$ cat src/rtl/cpu_periferico_link_if.sv
// cpu_periferico_link_if: exported send/ack handshake and data signals of the CPU/peripheral link.
interface cpu_periferico_link_if #(
    parameter int DATA_WIDTH  = 4,
    parameter int COUNT_WIDTH = 8
);
    logic                   cpu_send;
    logic                   per_ack;
    logic [DATA_WIDTH-1:0]  cpu_dados;
    logic [DATA_WIDTH-1:0]  per_dados;
    logic                   per_valid;
    logic [COUNT_WIDTH-1:0] per_count;
    modport master (output cpu_send, per_ack, cpu_dados, per_dados, per_valid, per_count);
    modport slave  (input  cpu_send, per_ack, cpu_dados, per_dados, per_valid, per_count);
endinterface

$ cat src/rtl/cpu_periferico_link.sv
// cpu_periferico_link: CPU-side sender and peripheral-side receiver FSMs exchanging an
// incrementing word over a 4-phase send/ack handshake; all outputs registered.
module cpu_periferico_link #(
    parameter int DATA_WIDTH  = 4,
    parameter int COUNT_WIDTH = 8
) (
    input  logic                 cpu_clock,
    input  logic                 cpu_reset,
    cpu_periferico_link_if.master bus
);
    typedef enum logic [1:0] {C_REQ, C_WAIT_ACK, C_WAIT_REL} c_state_t;
    typedef enum logic {P_IDLE, P_ACK} p_state_t;

    c_state_t               c_state_q;
    p_state_t               p_state_q;
    logic                   send_q;
    logic                   ack_q;
    logic                   valid_q;
    logic [DATA_WIDTH-1:0]  cpu_dados_q;
    logic [DATA_WIDTH-1:0]  per_dados_q;
    logic [COUNT_WIDTH-1:0] count_q;

    // The word only advances once ack has dropped, so it is stable for the whole send phase.
    always_ff @(posedge cpu_clock or posedge cpu_reset) begin
        if (cpu_reset) begin
            c_state_q   <= C_REQ;
            send_q      <= 1'b0;
            cpu_dados_q <= '0;
        end else begin
            case (c_state_q)
                C_REQ: if (!ack_q) begin
                    send_q    <= 1'b1;
                    c_state_q <= C_WAIT_ACK;
                end
                C_WAIT_ACK: if (ack_q) begin
                    send_q    <= 1'b0;
                    c_state_q <= C_WAIT_REL;
                end
                C_WAIT_REL: if (!ack_q) begin
                    cpu_dados_q <= cpu_dados_q + 1'b1;
                    c_state_q   <= C_REQ;
                end
                default: begin
                    send_q    <= 1'b0;
                    c_state_q <= C_REQ;
                end
            endcase
        end
    end

    always_ff @(posedge cpu_clock or posedge cpu_reset) begin
        if (cpu_reset) begin
            p_state_q   <= P_IDLE;
            ack_q       <= 1'b0;
            valid_q     <= 1'b0;
            per_dados_q <= '0;
            count_q     <= '0;
        end else begin
            case (p_state_q)
                P_IDLE: if (send_q) begin
                    per_dados_q <= cpu_dados_q;
                    ack_q       <= 1'b1;
                    valid_q     <= 1'b1;
                    count_q     <= count_q + 1'b1;
                    p_state_q   <= P_ACK;
                end
                P_ACK: begin
                    valid_q <= 1'b0;
                    if (!send_q) begin
                        ack_q     <= 1'b0;
                        p_state_q <= P_IDLE;
                    end
                end
                default: p_state_q <= P_IDLE;
            endcase
        end
    end

    assign bus.cpu_send  = send_q;
    assign bus.per_ack   = ack_q;
    assign bus.cpu_dados = cpu_dados_q;
    assign bus.per_dados = per_dados_q;
    assign bus.per_valid = valid_q;
    assign bus.per_count = count_q;
endmodule

$ cat src/flat_wrapper.sv
// flat-port wrapper written by rule: the top's interface ports become plain ports
module cpu_periferico_link_flat 
#(
    parameter int DATA_WIDTH  = 4,
    parameter int COUNT_WIDTH = 8
)
  (cpu_clock, cpu_reset, bus_cpu_send, bus_per_ack, bus_cpu_dados, bus_per_dados, bus_per_valid, bus_per_count);
  cpu_periferico_link_if #(.DATA_WIDTH(DATA_WIDTH), .COUNT_WIDTH(COUNT_WIDTH)) bus_i ();
  input  logic cpu_clock;
  input  logic cpu_reset;
  output wire logic [$bits(bus_i.cpu_send)-1:0] bus_cpu_send;
  output wire logic [$bits(bus_i.per_ack)-1:0] bus_per_ack;
  output wire logic [$bits(bus_i.cpu_dados)-1:0] bus_cpu_dados;
  output wire logic [$bits(bus_i.per_dados)-1:0] bus_per_dados;
  output wire logic [$bits(bus_i.per_valid)-1:0] bus_per_valid;
  output wire logic [$bits(bus_i.per_count)-1:0] bus_per_count;
  assign bus_cpu_send = bus_i.cpu_send;
  assign bus_per_ack = bus_i.per_ack;
  assign bus_cpu_dados = bus_i.cpu_dados;
  assign bus_per_dados = bus_i.per_dados;
  assign bus_per_valid = bus_i.per_valid;
  assign bus_per_count = bus_i.per_count;
  cpu_periferico_link #(.DATA_WIDTH(DATA_WIDTH), .COUNT_WIDTH(COUNT_WIDTH)) u_core (.cpu_clock(cpu_clock), .cpu_reset(cpu_reset), .bus(bus_i));
endmodule
$ cat config.mk
export PLATFORM = sky130hd
export DESIGN_NAME = cpu_periferico_link_flat
export DESIGN_NICKNAME = d
export VERILOG_FILES = /design/src/rtl/cpu_periferico_link_if.sv /design/src/rtl/cpu_periferico_link.sv /design/src/flat_wrapper.sv
export SDC_FILE = /design/constraint.sdc
export NUM_CORES = 1
export LEC_CHECK = 0
export ABC_AREA = 0
export CAP_MARGIN = 0
export CORE_AREA = 5 5 67 69
export CTS_CLUSTER_DIAMETER = 30
export DETAILED_ROUTE_END_ITERATION = 8
export DIE_AREA = 0 0 72 74
export DONT_BUFFER_PORTS = 1
export SLEW_MARGIN = 20
export SYNTH_ARGS = -nofsm -noshare
export SYNTH_HDL_FRONTEND = slang
export SYNTH_SLANG_ARGS = --single-unit
export TNS_END_PERCENT = 10
$ cat constraint.sdc
create_clock -name cpu_clock -period 1.3 [get_ports cpu_clock]
set_input_delay 0.26 -clock cpu_clock [delete_from_list [all_inputs] [get_ports cpu_clock]]
set_output_delay 0.26 -clock cpu_clock [all_outputs]
set_load 0.01 [all_outputs]
==> impl_results.md, run 1 <==
* Diode count at 0
* Final Cycle Share at 94.8%
* Routed WL per cell at 12.7 µm
* Critical path peak fanout at 3
* H-tree level count at 1
* Area share of the largest cell type after synthesis at 59.4%
* CP endpoint: u_core.bus.per_ack
* RSZ-0062 raised after global routing: false
* Seq cells post-synth at 22
* Reg-to-reg endpoint: u_core.bus.per_ack
* Layout Nets at 85
* Critical path type: reg2reg
* Area grow syn2layout at 22.9%
* Core area at 3860 µm²
* Synth area leader: dfrtp_1
* GP Congestion at 0.642
* Startpoint Class: register
* Distinct cells, synth at 16
* Post-synth EDFFs at 0
* Die area at 5330 µm²
* GRT Resource Usage Total at 7.14%
* Largest net degree at the start of global routing at 23
* Peak supply drop at 0.731 mV
* Initial antenna violation count at 0
* Critical-path top delay cell: dfrtp_1
* Layout cell share with drive strength beyond 1 at 32.1%
* Slew @ Worst Pin at 0.285 ns
* PortBufs at 0
* First-pass DRT Iterations at 2
* Kind of end point of the critical path: register
* Post-route ant nets at 0
* Finished Cell Area at 1140 µm²
* # clock sinks at 22
* DR vias/cell at 4.03
* Fillcell total at between 400 and 500
* Row count at 23
* Buf/Inv on CP at 2
* Worst skew pair latency at 0.26 ns
* Final setup vio count at 0
* Final setup skew at 0.00129 ns
* Critical path depth at 4
* Cell count after synthesis at 65
* Commonest cells post-synth: dfrtp_1 (22), mux2_2 (8), xnor2_1 (6), xor2_1 (5)
* Total Wirelength at 1630 µm
* RR Startpoint: u_core.p_state_q
* Mapped Area at 927 µm²
* Worst-path cell chain: inv_1, buf_4, ha_1, mux2_2
* Placed instance area at approximately 1000 µm²
* HP Class: in2async
* Largest cells by area after synthesis: dfrtp_1 (59%), mux2_2 (9.7%), xnor2_1 (5.7%)
* Post-layout minimum cycle time at 1.23 ns
* # DRC at 0
* Worst hold margin at 0.473 ns
* Post-Synthesis Net Count at around 70
* Slowest stage delay, CP at 0.33 ns
* Root buffer cell: clkbuf_8
* Chip Height at 74 µm
* First-pass GRT wire length at 2840 µm
* Most frequent cell after synthesis: dfrtp_1
* Crit path DAT at 1.38 ns
* Setup WS post-layout at 0.0682 ns
* Synth Flop Type: dfrtp_1
* Reg2reg setup slack at approximately 0.068 ns
* Total grt overflow at 0
* Critical Path RT at 1.45 ns
* Crit path launch: u_core.p_state_q
* Status: finished clean
* Pleak at 0.495 nW
* CTS tree: done
* I/O pin total at 21
* PD cells at approximately 1200 nW/µm²
* Final Hold Viols at 0
* Async set or reset register ratio after synthesis at 100%
* Die Width at just over 70 µm
* Clock Pin Slew Worst Setup and Hold Paths at 0.08 ns
* R2r worst-path depth at 4
* Synthesized area per cell at 14.3 µm²
* Clk buf depth at 2
* Pre-CTS setup slack at -0.000277 ns
* Max Cap Viol at 0
* Seq/Total Area, Yosys at between 50 and 60%
* Vias after detailed routing at roughly 520
* Crit path max-delay family: flip-flops
* Max transition margin at 81.0%
* Vias in the first global route at 559
* Dpl hpwl at 1240 µm
* Fmax at ~810 MHz
* Detailed router's first-iteration violation count at 4
* Initial Util at 24.0%
* Number of buffers created by CTS at 3
* Max-slew violation count at 0
* Setup bufs post-CTS at 0
* Number of synthesis warnings at 0
## logic make-up after synthesis
group	share of synthesized area, %
buffers and inverters	2.83
adders and majority gates	6.48
muxes	9.72
xor gates and xnor gates	10.4
and+or+nand+nor	11.2
DFF	59.4
## registers in the layout, indices dropped and copies added, names as in the netlist
| name | count |
|---|---|
| u_core.bus.cpu_dados | 4 |
| u_core.bus.cpu_send | 1 |
| u_core.bus.per_ack | 1 |
| u_core.bus.per_count | 8 |
| u_core.bus.per_dados | 4 |
| u_core.bus.per_valid | 1 |
| u_core.c_state_q | 2 |
| u_core.p_state_q | 1 |
## routing by layer
metal  part of all wire, %  GRT usage (%)
met2                    48           11.2
met4                  0.68           1.88
met3                   9.8           4.05
met5                     0              0
met1                    41           8.46
## power by group
part	internal, W	switching (W)	total, W
clock	0.000411	0.000223	0.000634
sequential	0.000684	0	0.000684
combinational	0.00000422	0.0000137	0.0000179
## tightest hold or removal path, stage by stage
cell           delay, ns
dlygate4sd3_1       0.53
inv_1               0.06
buf_4               0.28
## placed cells by master (no fill, tap or decap)
cell,n
nor3b_4,1
bufinv_16,1
nor2_1,2
dlygate4sd3_1,1
and3_1,1
clkbuf_8,3
maj3_1,1
dfrtp_1,22
nand4_1,3
inv_1,4
nand2_1,4
nor3_2,1
xor2_1,5
and2_1,1
xnor2_1,6
mux2_2,8
ha_4,1
buf_4,9
ha_1,3
nand4_4,1
## area by class of cell
| cell class | count | area [µm²] | area share [%] |
|---|---|---|---|
| timing repair buffer | 10 | 77.6 | 6.81 |
| multi-input combinational | 38 | 363 | 31.8 |
| tap | 50 | 62.6 | 5.49 |
| sequential | 22 | 551 | 48.3 |
| clock buffer | 3 | 41.3 | 3.62 |
| clock inverter | 1 | 30.0 | 2.63 |
| inverter | 4 | 15.0 | 1.32 |
## stage by stage
step           power, W  std cells   TNS (ns)  util (%)
6_report        0.00134        128          0      29.6
5_1_grt         0.00141        128          0      29.6
4_1_cts         0.00136        128          0      29.3
3_5_place_dp   0.000714        123  -0.000277      27.1
3_3_place_gp   0.000713        123          0      27.1
2_1_floorplan  0.000707         65          0         -
## worst min-delay path by stage
stage / startpoint / endpoint
2_1_floorplan: cpu_reset / u_core.bus.cpu_dados[0]
3_3_place_gp: cpu_reset / u_core.bus.per_valid
3_5_place_dp: cpu_reset / u_core.bus.per_valid
4_1_cts: cpu_reset / u_core.bus.per_valid
5_1_grt: cpu_reset / u_core.bus.per_valid
6_report: cpu_reset / u_core.bus.per_valid
## what timing repair did
action / in CTS / in global routing
endpoints found under the hold margin: 22 / 0
hold buffers: 1 / 0
resized for setup: 1 / 1
setup endpoints to repair: 5 / 3
(Power assumes the default switching activity.)
==> run 2: changes to the inputs <==
--- a/config.mk
+++ b/config.mk
@@ -12,6 +12,7 @@
 export DETAILED_ROUTE_END_ITERATION = 8
 export DIE_AREA = 0 0 72 74
 export DONT_BUFFER_PORTS = 1
+export SKIP_CTS_REPAIR_TIMING = 1
 export SLEW_MARGIN = 20
 export SYNTH_ARGS = -nofsm -noshare
 export SYNTH_HDL_FRONTEND = slang
==> results of run 2 <==
Final layout, timing and power as in run 1 (identical DEF).
Main changes from that run: wire length of the first global-routing pass 2840 µm -> 2820 µm; via count of the first global-routing pass 559 -> 557; overall routing resource usage 7.14% -> 7.11%; met1 usage 8.46% -> 8.38%
==> run 3: changes to the inputs <==
--- a/config.mk
+++ b/config.mk
@@ -7,11 +7,12 @@
 export LEC_CHECK = 0
 export ABC_AREA = 0
 export CAP_MARGIN = 0
-export CORE_AREA = 5 5 67 69
+export CORE_AREA = 5 5 48 50
 export CTS_CLUSTER_DIAMETER = 30
 export DETAILED_ROUTE_END_ITERATION = 8
-export DIE_AREA = 0 0 72 74
+export DIE_AREA = 0 0 53 55
 export DONT_BUFFER_PORTS = 1
+export PLACE_DENSITY = 0.69
 export SKIP_CTS_REPAIR_TIMING = 1
 export SLEW_MARGIN = 20
 export SYNTH_ARGS = -nofsm -noshare
==> constraint.sdc (replaced) <==
create_clock -name cpu_clock -period 1.3 [get_ports cpu_clock]
set_input_delay 0.26 -clock cpu_clock [delete_from_list [all_inputs] [get_ports cpu_clock]]
set_output_delay 0.26 -clock cpu_clock [all_outputs]
set_load 0.005 [all_outputs]
==> run 3 against run 2 <==
Hold slack got worse by 0.060 ns. Clock power is 40% lower. Clock-buffer cell count increased by 1. Register-to-register slack about the same. Highest routed layer unchanged.
==> impl_results.md, run 3 (synthesis gave the netlist of run 1 again) <==
* PortBufs at 0 (unchanged)
* Initial Util at 49.8% (was 24.0%)
* Die area at 2920 µm² (was 5330 µm²)
* Status: finished clean (unchanged)
* Routed WL per cell at 14.7 µm (was 12.7 µm)
* Commonest non-fill, non-tap cell in the layout: dfrtp_1 (unchanged)
* Diode count at 0 (unchanged)
* Largest net degree at the start of global routing at 23 (unchanged)
* GRT Resource Usage Total at 12.1% (was 7.11%)
* Detailed router's first-iteration violation count at 2 (was 4)
* Die Width at 53 µm (was 72 µm)
* Worst hold margin at 0.413 ns (was 0.473 ns)
* Critical path type: reg2reg (unchanged)
* Vias after detailed routing at 499 (was 516)
* Final Hold Viols at 0 (unchanged)
* Most frequent cells in the layout: dfrtp_1 (22), mux2_2 (8), buf_4 (8) (was dfrtp_1 (22), buf_4 (9), mux2_2 (8))
* H-tree level count at 1 (unchanged)
* # clock sinks at 22 (unchanged)
* Number of buffers created by CTS at 3 (unchanged)
* Core area at 1860 µm² (was 3860 µm²)
* Max transition margin at 81.7% (was 81.0%)
* Pleak at 0.476 nW (was 0.495 nW)
* Reg2reg setup slack at 0.07 ns (about the same)
* Clk buf depth at 2 (unchanged)
* CTS tree: done (unchanged)
* Total grt overflow at 0 (unchanged)
* Dpl hpwl at 1110 µm (was 1240 µm)
* R2r worst-path depth at 3 (was 4)
* Peak supply drop at 0.742 mV (was 0.731 mV)
* Fmax at 813 MHz (was 812 MHz)
* HP Class: in2async (unchanged)
* Kind of end point of the critical path: register (unchanged)
* Final Cycle Share at 94.6% (was 94.8%)
* Crit path DAT at 1.43 ns (was 1.38 ns)
* Critical Path RT at 1.50 ns (was 1.45 ns)
* Row count at 16 (was 23)
* Finished Cell Area at 1070 µm² (was 1140 µm²)
* Layout Nets at 84 (was 85)
* Root buffer cell: clkbuf_4 (was clkbuf_8)
* Final setup skew at 0.00219 ns (was 0.00129 ns)
* DR vias/cell at 4.80 (was 4.03)
* Final setup vio count at 0 (unchanged)
* I/O pin total at 21 (unchanged)
* Final Util at 57.4% (was 29.6%)
* Max Cap Viol at 0 (unchanged)
* First-pass DRT Iterations at 2 (unchanged)
* Vias in the first global route at 540 (was 557)
* RR Startpoint: u_core.bus.cpu_send (was u_core.p_state_q)
* First-pass GRT wire length at 2480 µm (was 2820 µm)
* Total Wirelength at 1530 µm (was 1630 µm)
* Max-slew violation count at 0 (unchanged)
* # DRC at 0 (unchanged)
* Max reg flops at 8 (unchanged)
* Worst skew pair latency at 0.31 ns (was 0.26 ns)
* Initial antenna violation count at 0 (unchanged)
* Post-layout minimum cycle time at 1.23 ns (about the same)
* Post-route ant nets at 0 (unchanged)
* PD cells at 1010 nW/µm² (was 1170 nW/µm²)
* RSZ-0062 raised after global routing: false (unchanged)
* Critical path peak fanout at 7 (was 3)
* Area grow syn2layout at 15.2% (was 22.9%)
* Layout cell share with drive strength beyond 1 at 32.5% (was 32.1%)
* Slew @ Worst Pin at 0.274 ns (was 0.285 ns)
* GP Congestion at 0.663 (was 0.642)
* Chip Height at 55 µm (was 74 µm)
* Reg-to-reg endpoint: u_core.bus.per_count[1] (was u_core.bus.per_ack)
* Startpoint Class: register (unchanged)
* Clock Pin Slew Worst Setup and Hold Paths at 0.12 ns (was 0.08 ns)
* Placed instance area at 1010 µm² (was 1050 µm²)
## run 3: cell types whose count changed in the layout (fill, tap and decap cells not counted)
cell       before  now
clkbuf_4        0    3
clkbuf_8        3    1
buf_4           9    8
bufinv_16       1    0
inv_1           4    3
inv_2           0    1
## run 3: where the power goes
group / leakage, nW / switching, W / internal (W)
registers: 0.273 / 0 / 0.000684
logic: 0.182 / 0.0000131 / 0.00000423
clock network: 0.0210 / 0.000208 / 0.000171
## run 3: worst max-delay path by stage
stage                                    from                 endpoint  slack [ns]  depth (start not counted)
after global placement       u_core.p_state_q  u_core.bus.per_dados[3]        0.06                          4
after detailed placement     u_core.p_state_q  u_core.bus.per_dados[2]       0.008                          4
final                     u_core.bus.cpu_send  u_core.bus.per_count[1]        0.07                          3
after global routing      u_core.bus.cpu_send  u_core.bus.per_dados[2]        0.02                          3
after floorplan              u_core.p_state_q  u_core.bus.per_count[7]        0.06                          6
after CTS                    u_core.p_state_q  u_core.bus.per_dados[2]       -0.02                          4
## run 3: worst max-delay path, stage by stage, from the launching register on
cell	delay, ns
dfrtp_1	0.45
ha_4	0.18
buf_4	0.15
mux2_2	0.34
## run 3: layer usage
metal	vias to the layer above	track usage, %	routed length (µm)
met4	0	6.38	14
met2	12	18.6	743
met5	-	0	0
li1	239	-	-
met3	2	4.83	103
met1	246	14.7	664
## run 3: layout make-up
cell class	instances	area (µm²)
fillers	168	793
well taps	27	33.8
clock buffers	4	36.3
multi-input cells	38	363
flip-flops and latches	22	551
repair buffers	9	70.1
inverters	4	15.0
## run 3: stage by stage
step           std cells  setup WS, ns  TNS [ns]  total power, W
6_report             104        0.0705         0         0.00108
3_3_place_gp          99        0.0603         0        0.000714
2_1_floorplan         65        0.0590         0        0.000707
4_1_cts              103       -0.0200   -0.0328         0.00109
3_5_place_dp          99       0.00818         0        0.000714
5_1_grt              104        0.0165         0         0.00112
